==> src/rtl/time_disp_pkg.sv <==
// Shared types, field positions, limits and helpers for the time display decoder.
package time_disp_pkg;

  typedef enum logic [3:0] {
    D0, D1, D2, D3, D4, D5, D6, D7, D8, D9, DASH, BLANK
  } digit_t;

  typedef enum logic [1:0] {
    IDLE, LOAD, SHIFT, COMMIT
  } state_t;

  localparam int HR_MSB  = 26;
  localparam int HR_LSB  = 22;
  localparam int MIN_MSB = 21;
  localparam int MIN_LSB = 16;
  localparam int SEC_MSB = 15;
  localparam int SEC_LSB = 10;
  localparam int MS_MSB  = 9;
  localparam int MS_LSB  = 0;

  localparam logic [4:0] HR_MAX   = 5'd11;
  localparam logic [5:0] MS_MAX   = 6'd59;
  localparam logic [9:0] COLON_MS = 10'd500;
  localparam logic [5:0] HR_NOON  = 6'd12;
  localparam int         DD_ITERS = 6;

  // Active-low segment pattern, bit order {g,f,e,d,c,b,a}.
  function automatic logic [6:0] seg_decode(input digit_t d);
    logic [6:0] s;
    case (d)
      D0:      s = 7'b1000000;
      D1:      s = 7'b1111001;
      D2:      s = 7'b0100100;
      D3:      s = 7'b0110000;
      D4:      s = 7'b0011001;
      D5:      s = 7'b0010010;
      D6:      s = 7'b0000010;
      D7:      s = 7'b1111000;
      D8:      s = 7'b0000000;
      D9:      s = 7'b0010000;
      DASH:    s = 7'b0111111;
      default: s = 7'b1111111;
    endcase
    return s;
  endfunction

  // One double-dabble iteration on {bcd_tens, bcd_ones, bin[5:0]}.
  function automatic logic [13:0] dd_step(input logic [13:0] v);
    logic [13:0] a;
    a = v;
    if (a[9:6] >= 4'd5)   a[9:6]   = a[9:6] + 4'd3;
    if (a[13:10] >= 4'd5) a[13:10] = a[13:10] + 4'd3;
    return {a[12:0], 1'b0};
  endfunction

endpackage

==> src/rtl/seg7_scan.sv <==
// Multiplexed 4-digit 7-segment scanner: rotates the active digit and registers
// an_n, seg_n and dp_n together so they always change on the same edge.
module seg7_scan
  import time_disp_pkg::*;
#(
  parameter int SCAN_DIV = 1
) (
  input  logic       kh_clk,
  input  logic       reset,
  input  digit_t     digits [4],
  input  logic       colon_on,
  output logic [3:0] an_n,
  output logic [6:0] seg_n,
  output logic       dp_n
);

  localparam int SW = (SCAN_DIV > 1) ? $clog2(SCAN_DIV) : 1;

  logic [SW-1:0] scan_cnt_reg;
  logic [SW-1:0] scan_cnt_next;
  logic [1:0]    idx_reg;
  logic [1:0]    idx_next;
  logic [3:0]    an_next;

  always_comb begin
    scan_cnt_next = scan_cnt_reg + 1'b1;
    idx_next      = idx_reg;
    if (scan_cnt_reg == SW'(SCAN_DIV - 1)) begin
      scan_cnt_next = '0;
      idx_next      = idx_reg + 2'd1;
    end
  end

  genvar gi;
  generate
    for (gi = 0; gi < 4; gi++) begin : g_an
      assign an_next[gi] = (idx_next != 2'(gi));
    end
  endgenerate

  // Outputs are registered from the upcoming index so they stay aligned with idx_reg.
  always_ff @(posedge kh_clk) begin
    if (reset) begin
      scan_cnt_reg <= '0;
      idx_reg      <= 2'd0;
      an_n         <= 4'b1110;
      seg_n        <= 7'h7F;
      dp_n         <= 1'b1;
    end else begin
      scan_cnt_reg <= scan_cnt_next;
      idx_reg      <= idx_next;
      an_n         <= an_next;
      seg_n        <= seg_decode(digits[idx_next]);
      dp_n         <= !((idx_next == 2'd2) && colon_on);
    end
  end

endmodule

==> src/rtl/time_disp_decoder.sv <==
// Snapshots the packed time bus, converts two fields to BCD and drives the display.
// Optional build macro LEAD_BLANK_EN blanks a leading zero in the upper tens digit.
module time_disp_decoder
  import time_disp_pkg::*;
#(
  parameter int SCAN_DIV = 1,
  parameter int SNAP_DIV = 10
) (
  input  logic        kh_clk,
  input  logic        reset,
  input  logic [26:0] disp_time,
  input  logic        mode,
  output logic [3:0]  an_n,
  output logic [6:0]  seg_n,
  output logic        dp_n,
  output logic        busy,
  output logic        err
);

  localparam int SNW = $clog2(SNAP_DIV);

`ifdef LEAD_BLANK_EN
  localparam bit LEAD_BLANK = 1'b1;
`else
  localparam bit LEAD_BLANK = 1'b0;
`endif

  logic [SNW-1:0] snap_cnt_reg;
  logic           snap_tick;

  state_t      state_reg;
  logic [2:0]  iter_reg;
  logic [5:0]  up_bin_reg, lo_bin_reg;
  logic [7:0]  up_bcd_reg, lo_bcd_reg;
  logic        up_bad_reg, lo_bad_reg;
  logic [9:0]  ms_reg;
  logic        colon_on_reg;
  logic        busy_reg;
  logic        err_reg;
  digit_t      digit_reg [4];

  logic [4:0]  hr_f;
  logic [5:0]  min_f, sec_f;
  logic [5:0]  up_load, lo_load;
  logic        up_bad_load, lo_bad_load;
  digit_t      commit_digit [4];

  assign snap_tick = (snap_cnt_reg == SNW'(SNAP_DIV - 1));

  always_ff @(posedge kh_clk) begin
    if (reset || snap_tick) snap_cnt_reg <= '0;
    else                    snap_cnt_reg <= snap_cnt_reg + 1'b1;
  end

  // Field selection and range checks on the live bus, captured in LOAD.
  always_comb begin
    hr_f  = disp_time[HR_MSB:HR_LSB];
    min_f = disp_time[MIN_MSB:MIN_LSB];
    sec_f = disp_time[SEC_MSB:SEC_LSB];
    if (!mode) begin
      up_load     = (hr_f == 5'd0) ? HR_NOON : {1'b0, hr_f};
      up_bad_load = (hr_f > HR_MAX);
      lo_load     = min_f;
      lo_bad_load = (min_f > MS_MAX);
    end else begin
      up_load     = min_f;
      up_bad_load = (min_f > MS_MAX);
      lo_load     = sec_f;
      lo_bad_load = (sec_f > MS_MAX);
    end
  end

  always_comb begin
    commit_digit[3] = digit_t'(up_bcd_reg[7:4]);
    commit_digit[2] = digit_t'(up_bcd_reg[3:0]);
    commit_digit[1] = digit_t'(lo_bcd_reg[7:4]);
    commit_digit[0] = digit_t'(lo_bcd_reg[3:0]);
    if (LEAD_BLANK && (up_bcd_reg[7:4] == 4'd0)) commit_digit[3] = BLANK;
    if (up_bad_reg) begin
      commit_digit[3] = DASH;
      commit_digit[2] = DASH;
    end
    if (lo_bad_reg) begin
      commit_digit[1] = DASH;
      commit_digit[0] = DASH;
    end
  end

  always_ff @(posedge kh_clk) begin
    if (reset) begin
      state_reg    <= IDLE;
      iter_reg     <= 3'd0;
      up_bin_reg   <= '0;
      lo_bin_reg   <= '0;
      up_bcd_reg   <= '0;
      lo_bcd_reg   <= '0;
      up_bad_reg   <= 1'b0;
      lo_bad_reg   <= 1'b0;
      ms_reg       <= '0;
      colon_on_reg <= 1'b0;
      busy_reg     <= 1'b0;
      err_reg      <= 1'b0;
      for (int i = 0; i < 4; i++) digit_reg[i] <= BLANK;
    end else begin
      case (state_reg)
        IDLE: begin
          // Ticks landing in any other state are simply ignored.
          if (snap_tick) begin
            state_reg <= LOAD;
            busy_reg  <= 1'b1;
          end
        end
        LOAD: begin
          up_bin_reg <= up_load;
          lo_bin_reg <= lo_load;
          up_bad_reg <= up_bad_load;
          lo_bad_reg <= lo_bad_load;
          ms_reg     <= disp_time[MS_MSB:MS_LSB];
          up_bcd_reg <= '0;
          lo_bcd_reg <= '0;
          iter_reg   <= 3'd0;
          state_reg  <= SHIFT;
        end
        SHIFT: begin
          {up_bcd_reg, up_bin_reg} <= dd_step({up_bcd_reg, up_bin_reg});
          {lo_bcd_reg, lo_bin_reg} <= dd_step({lo_bcd_reg, lo_bin_reg});
          iter_reg <= iter_reg + 3'd1;
          if (iter_reg == 3'(DD_ITERS - 1)) state_reg <= COMMIT;
        end
        COMMIT: begin
          for (int i = 0; i < 4; i++) digit_reg[i] <= commit_digit[i];
          err_reg      <= up_bad_reg | lo_bad_reg;
          colon_on_reg <= (ms_reg < COLON_MS);
          busy_reg     <= 1'b0;
          state_reg    <= IDLE;
        end
        default: begin
          state_reg <= IDLE;
          busy_reg  <= 1'b0;
        end
      endcase
    end
  end

  seg7_scan #(
    .SCAN_DIV(SCAN_DIV)
  ) u_scan (
    .kh_clk  (kh_clk),
    .reset   (reset),
    .digits  (digit_reg),
    .colon_on(colon_on_reg),
    .an_n    (an_n),
    .seg_n   (seg_n),
    .dp_n    (dp_n)
  );

  assign busy = busy_reg;
  assign err  = err_reg;

endmodule

==> config.mk <==
export PLATFORM = sky130hd
export DESIGN_NAME = time_disp_decoder
export DESIGN_NICKNAME = d
export VERILOG_FILES = /design/src/rtl/time_disp_pkg.sv /design/src/rtl/seg7_scan.sv /design/src/rtl/time_disp_decoder.sv
export SDC_FILE = /design/constraint.sdc
export NUM_CORES = 1
export LEC_CHECK = 0
export CORE_AREA = 4 4 91 93
export CTS_BUF_LIST = sky130_fd_sc_hd__clkbuf_2 sky130_fd_sc_hd__clkbuf_4 sky130_fd_sc_hd__clkbuf_8
export CTS_CLUSTER_SIZE = 25
export DETAILED_ROUTE_END_ITERATION = 6
export DIE_AREA = 0 0 95 97
export GPL_ROUTABILITY_DRIVEN = 0
export PLACE_DENSITY = 0.76
export RECOVER_POWER = 100
export SLEW_MARGIN = 20
export SYNTH_ARGS = -nofsm -noshare
export SYNTH_HDL_FRONTEND = slang
export SYNTH_SLANG_ARGS = --single-unit
==> constraint.sdc <==
create_clock -name kh_clk -period 2.14 [get_ports kh_clk]
set_input_delay 0.321 -clock kh_clk [delete_from_list [all_inputs] [get_ports kh_clk]]
set_output_delay 0.321 -clock kh_clk [all_outputs]
set_load 0.1 [all_outputs]
Word-level counts from Yosys, hierarchy flattened
Memory sizes are Yosys's and may differ from the RTL's. A register that Yosys moved wholly into a read port is not among the register bits.
Cells that the tools add are included.
Operators by class
  add/sub/neg operators: 8
  multiply operators: 0
  div/mod/pow operators: 0
  $lt $le $gt $ge: 9
  equality and inequality tests: 11
  shifts and indexed selects: 0
  mux-type cells: 25
  bitwise gates (word level): 3
  reductions and logical operators: 11
Operators with widths (count)
  $pmux 8 s2: 2
  $pmux 6 s2: 2
  $ge 4x3->1 const B: 4
  $mux 4: 4
  $mux 8: 2
  $gt 6x6->1 const B: 2
  $mux 6: 2
  $lt 10x9->1 const B: 1
  $add 4x2->4 const B: 2
  $bmux 4 s2: 1
  $ne 2x2->1 const B: 4
  $pmux 2 s4: 1
  $add 3x2->3 const B: 2
  $eq 2x2->1 const B: 3
  $mux 2: 3
  $mux 3: 2
  $pmux 3 s2: 1
  $reduce_bool 2->1: 3
  $gt 5x4->1 const B: 1
  $logic_not 5->1: 1
  $mux 5: 1
  $add 4x1->4 const B: 1
  $eq 4x4->1 const B: 1
  $reduce_and 2->1: 2
  other kinds (17): 19
Storage, ports and cells
  register bits: 76
  latch bits: 0
  bits in writable memories: 0
  ROM bits: 112
  input port bits: 30
  memories: 1
Memory list
  (name not given): depth 16, bits a word 7, rd ports 1, clocked after memory_dff 1, wr ports 0, RTL line time_disp_pkg.sv:30  | case (d)

Longest topological paths before layout
Gate-level depths: netlist of run 1.
  depth in word-level cells: 6
  depth in mapped cells: 9
  depth with buffers taken out: 9

Cells and area by module
From an unflattened synthesis of run 1, not the netlist that was laid out.
Unflattened totals
  cells, all modules: 427
  area total of the unflattened synthesis: 3891.2 sq um
By module, submodules not included
  time_disp_decoder: instances 1, cells an instance 369, area each 3251.9 sq um
  seg7_scan: instances 1, cells an instance 58, area each 639.4 sq um

Least setup slack after synthesis of run 1
OpenSTA, ideal clock, no wires.
  path type: register to register
  from: register u_scan.scan_cnt_reg
  to: register u_scan.seg_n[3]
  library setup time: 0.120 ns
  data arrival time: 1.993 ns
  setup slack: 0.027 ns
  cell stages (with the launch flop): 6
  clock period less this slack: 2.113 ns
  cells stage by stage: dfxtp_1 -> xor2_4 -> mux4_1 -> inv_1 -> ha_1 -> o31a_1
On the way
  longest elaborated chain between the ends: 5
Ends and longest elaborated chain
  from (decl): RTL line seg7_scan.sv:19  | logic [SW-1:0] scan_cnt_reg;
  from (signal assigned): RTL line seg7_scan.sv:50  | scan_cnt_reg <= scan_cnt_next;
  $mux 2: RTL line seg7_scan.sv:28  | if (scan_cnt_reg == SW'(SCAN_DIV - 1)) begin
  $not 2->3 (implied by the code): RTL line seg7_scan.sv:53  | seg_n <= seg_decode(digits[idx_next]);
  $bmux 4 s2: RTL line seg7_scan.sv:53
  $mux 4 (implied by the code) (2 in a row): RTL line seg7_scan.sv:53
  to (decl): RTL line seg7_scan.sv:13  | output logic [6:0] seg_n,
No other way between the ends. The select of a mux whose other input is x is not followed.
A chain may end at the register's enable or synchronous reset.

Final worst setup path of run 1
Same ends and word-level chain as after synthesis.

==> impl_metrics.ini, run 1 <==
[routing]
topRoutingLayerUsed = met4
wl_met1_um = 3500
vias_per_cell = 5.31
num_vias = 3050
drt_wl_total_um = 7670
met3WireLength_um = 272
drtIter0Drc = 144
ant_nets = 0
dr_wl_met2_um = 3740
drc = 0
first_pass_iters = 4
wl_per_cell_um = 13.4

[cells_and_area]
final_common_cell = dfxtp_1
largest_register_ffs = 16
antenna_cells = 0
layout_common_cells = 81 x dfxtp_1, 68 x nor2_1, 34 x a21oi_1, 29 x nand2_1, 26 x clkdlybuf4s50_1
final_cell_area_sq_um = 4460
area_growth_pct = 17.0
finalNetCount = 519
drive_gt1_share_pct = 10.4
instances_no_fill = 574

[worst_setup_path]
r2r_start = u_scan.scan_cnt_reg
rrSetupSlack_ns = 0.1
crit_fanout = 4
r2r-end = u_scan.seg_n[3]
path_cells = xor2_4 -> mux4_2 -> inv_1 -> ha_1 -> o31a_1
critPathKind = flop to flop
critPathBufInv = 1
crit_required_ns = 2.39
cp.arrival_ns = 2.29
cpLargestDelayFamily = multiplexers
start_kind = flop
worst_path_largest_cell_delay_ns = 0.58
slowest_stage = mux4_2
crit_path_end_kind = flop
reg2regPathDepth = 5

[clock_network]
cts-root-buf = clkbuf_8
cts.path.max_buffers = 2
htree_num_levels = 3
cts_tree = yes
cts_hold_buffers = 0
clkTransAtPathRegs_ns = 0.08
numCtsBuffers = 9
post_cts_resized = 0
cts_setup_buffers = 0
cts.sinks = 81
clk_latency_ns = 0.35

[yosys]
postSynthAreaPerCell_sq_um = 8.88
ys_warn_count = 0
ys_ff_latch = 81
netlist_instances = 429
synth_edf_count = 0
yosysTopAreaCell = dfxtp_1
synth_top_area_share_pct = 42.6
synth_cell_types = 44
async_flop_share_pct = 0
ys_seq_area_share_pct = 42.6
synthFlopType = dfxtp_1
netlist_area_sq_um = 3810
syn_nets = 481
ys_top_cells_by_area = dfxtp_1 43%, ha_1 7.2%, nor2_1 6.8%

[pwr]
p_switching_w = 0.00108
irDropWorstVdd_mv = 0.502
sw_frac_of_total_pct = 29.1
power.total_w = 0.00371
seqPwrFrac_pct = 46.2
clockPowerShare_pct = 34.2
power.density_nw_per_um2 = 832
p_int_w = 0.00263
leakagePower_nw = 1.69
power_frac_comb_pct = 19.7

[timing]
drv_slew = 0
slew_headroom_pct = 57.7
hold_viol = 0
rsz0062_at_grt = false
fin_ws_ns = 0.0979
fmaxAchievable_ghz = 0.490
tightest_slew_ns = 0.634
setup_viol_count_final = 0
finClkSkew_ns = 0.00836
min_period_over_period_pct = 95.4
fin_crit_ns = 2.04
fin_tns_setup_ns = 0

[hold_path]
hp-class = primary input to flop
min_path_cells = 2
min_to = digit_reg[14]
min-delay-start = reset

[grt]
grt_max_degree = 35
antenna_found_initial = 0
grt_pass1_vias = 2870
grt_pass1_wl_um = 12900
grt_usage_pct = 17.5
overflow = 0

[place]
hpwlAfterDp_um = 5440
pre_cts_ws_ns = 0.0202
dp.cells = 558
place_area_sq_um = 4280
port_buffers = 41

[floorplan]
die_y_um = 97
die_area_sq_um = 9220
std_cell_rows = 32
start_util_pct = 50.6
core_sq_um = 7530
ios = 44
dieWidth_um = 95

[flow_run]
drv_cap = 0

[run_status]
status = finished clean
[synthesized netlist by cell type, types with 2 or more instances]
master and count:
o31a_1 2, o21bai_1 3, a21oi_1 34, nor2_1 69, and3_1 3, nand4_1 3, nand2b_1 14, nand2_1 29
or3_1 9, mux2_2 2, mux2i_1 25, a211oi_1 5, buf_1 4, o31ai_1 8, dfxtp_1 81, ha_1 22
nand3_1 3, clkbuf_1 18, a32oi_1 4, o21ai_0 24, xor2_1 2, nor3_1 6, o221ai_1 3, a22oi_1 9
o22ai_1 2, inv_1 20, xnor2_1 7, mux4_1 2
[how the worst max path moves through the flow]
stage                         from               to  cells past startpoint
2_1_floorplan  u_scan.scan_cnt_reg  u_scan.seg_n[3]                      5
3_3_place_gp   u_scan.scan_cnt_reg  u_scan.seg_n[3]                      5
3_5_place_dp   u_scan.scan_cnt_reg  u_scan.seg_n[3]                      5
4_1_cts        u_scan.scan_cnt_reg  u_scan.seg_n[3]                      5
5_1_grt        u_scan.scan_cnt_reg  u_scan.seg_n[3]                      7
6_report       u_scan.scan_cnt_reg  u_scan.seg_n[3]                      5
[worst reg2reg max path, cell delays in order (launching register included)]
cell	delay (ns)
dfxtp_1	0.43
xor2_4	0.23
mux4_2	0.58
inv_1	0.13
ha_1	0.26
o31a_1	0.30
[metrics by stage]
step	util [%]	hold slack [ns]
2_1_floorplan	-	0.368
3_3_place_gp	56.9	0.405
3_5_place_dp	56.9	0.410
4_1_cts	60.0	0.380
5_1_grt	59.2	0.380
6_report	59.2	0.382
[cell type report]
type | count | area, sq um
clock buffers | 11 | 145
clock inverters | 5 | 86.3
fillers | 697 | 3070
inverters | 21 | 78.8
multi-input cells | 304 | 2010
flip-flops and latches | 81 | 1620
well taps | 102 | 128
repair buffers | 50 | 388
[cell families after synthesis]
kind of cell,synth area share [%]
compound gates,15.2
flops,42.6
mux,10.1
xor+xnor,3.52
simple gates,16.8
other cells,0.0985
fa+ha+maj,7.23
buf+inv,4.43
[routing by layer]
layer  up-vias  GRT usage [%]
met3        14           3.65
met5         -              0
met1      1417           20.7
li1       1561              -
met2        58           30.3
met4         0           7.33
[power groups by stage]
stage / combinational, W / clock, W / sequential [W]
2_1_floorplan: 0.000496 / 0 / 0.00179
3_3_place_gp: 0.000734 / 0 / 0.00174
3_5_place_dp: 0.000748 / 0 / 0.00175
4_1_cts: 0.000750 / 0.00130 / 0.00171
5_1_grt: 0.000803 / 0.00137 / 0.00173
6_report: 0.000729 / 0.00127 / 0.00171
Note: power is estimated with default switching activity, not from simulation.
==> run 2, diff against run 1 <==
- ABC_AREA: not set -> 0
==> results of run 2 <==
The final DEF is identical to that of run 1; final timing and power are the same.
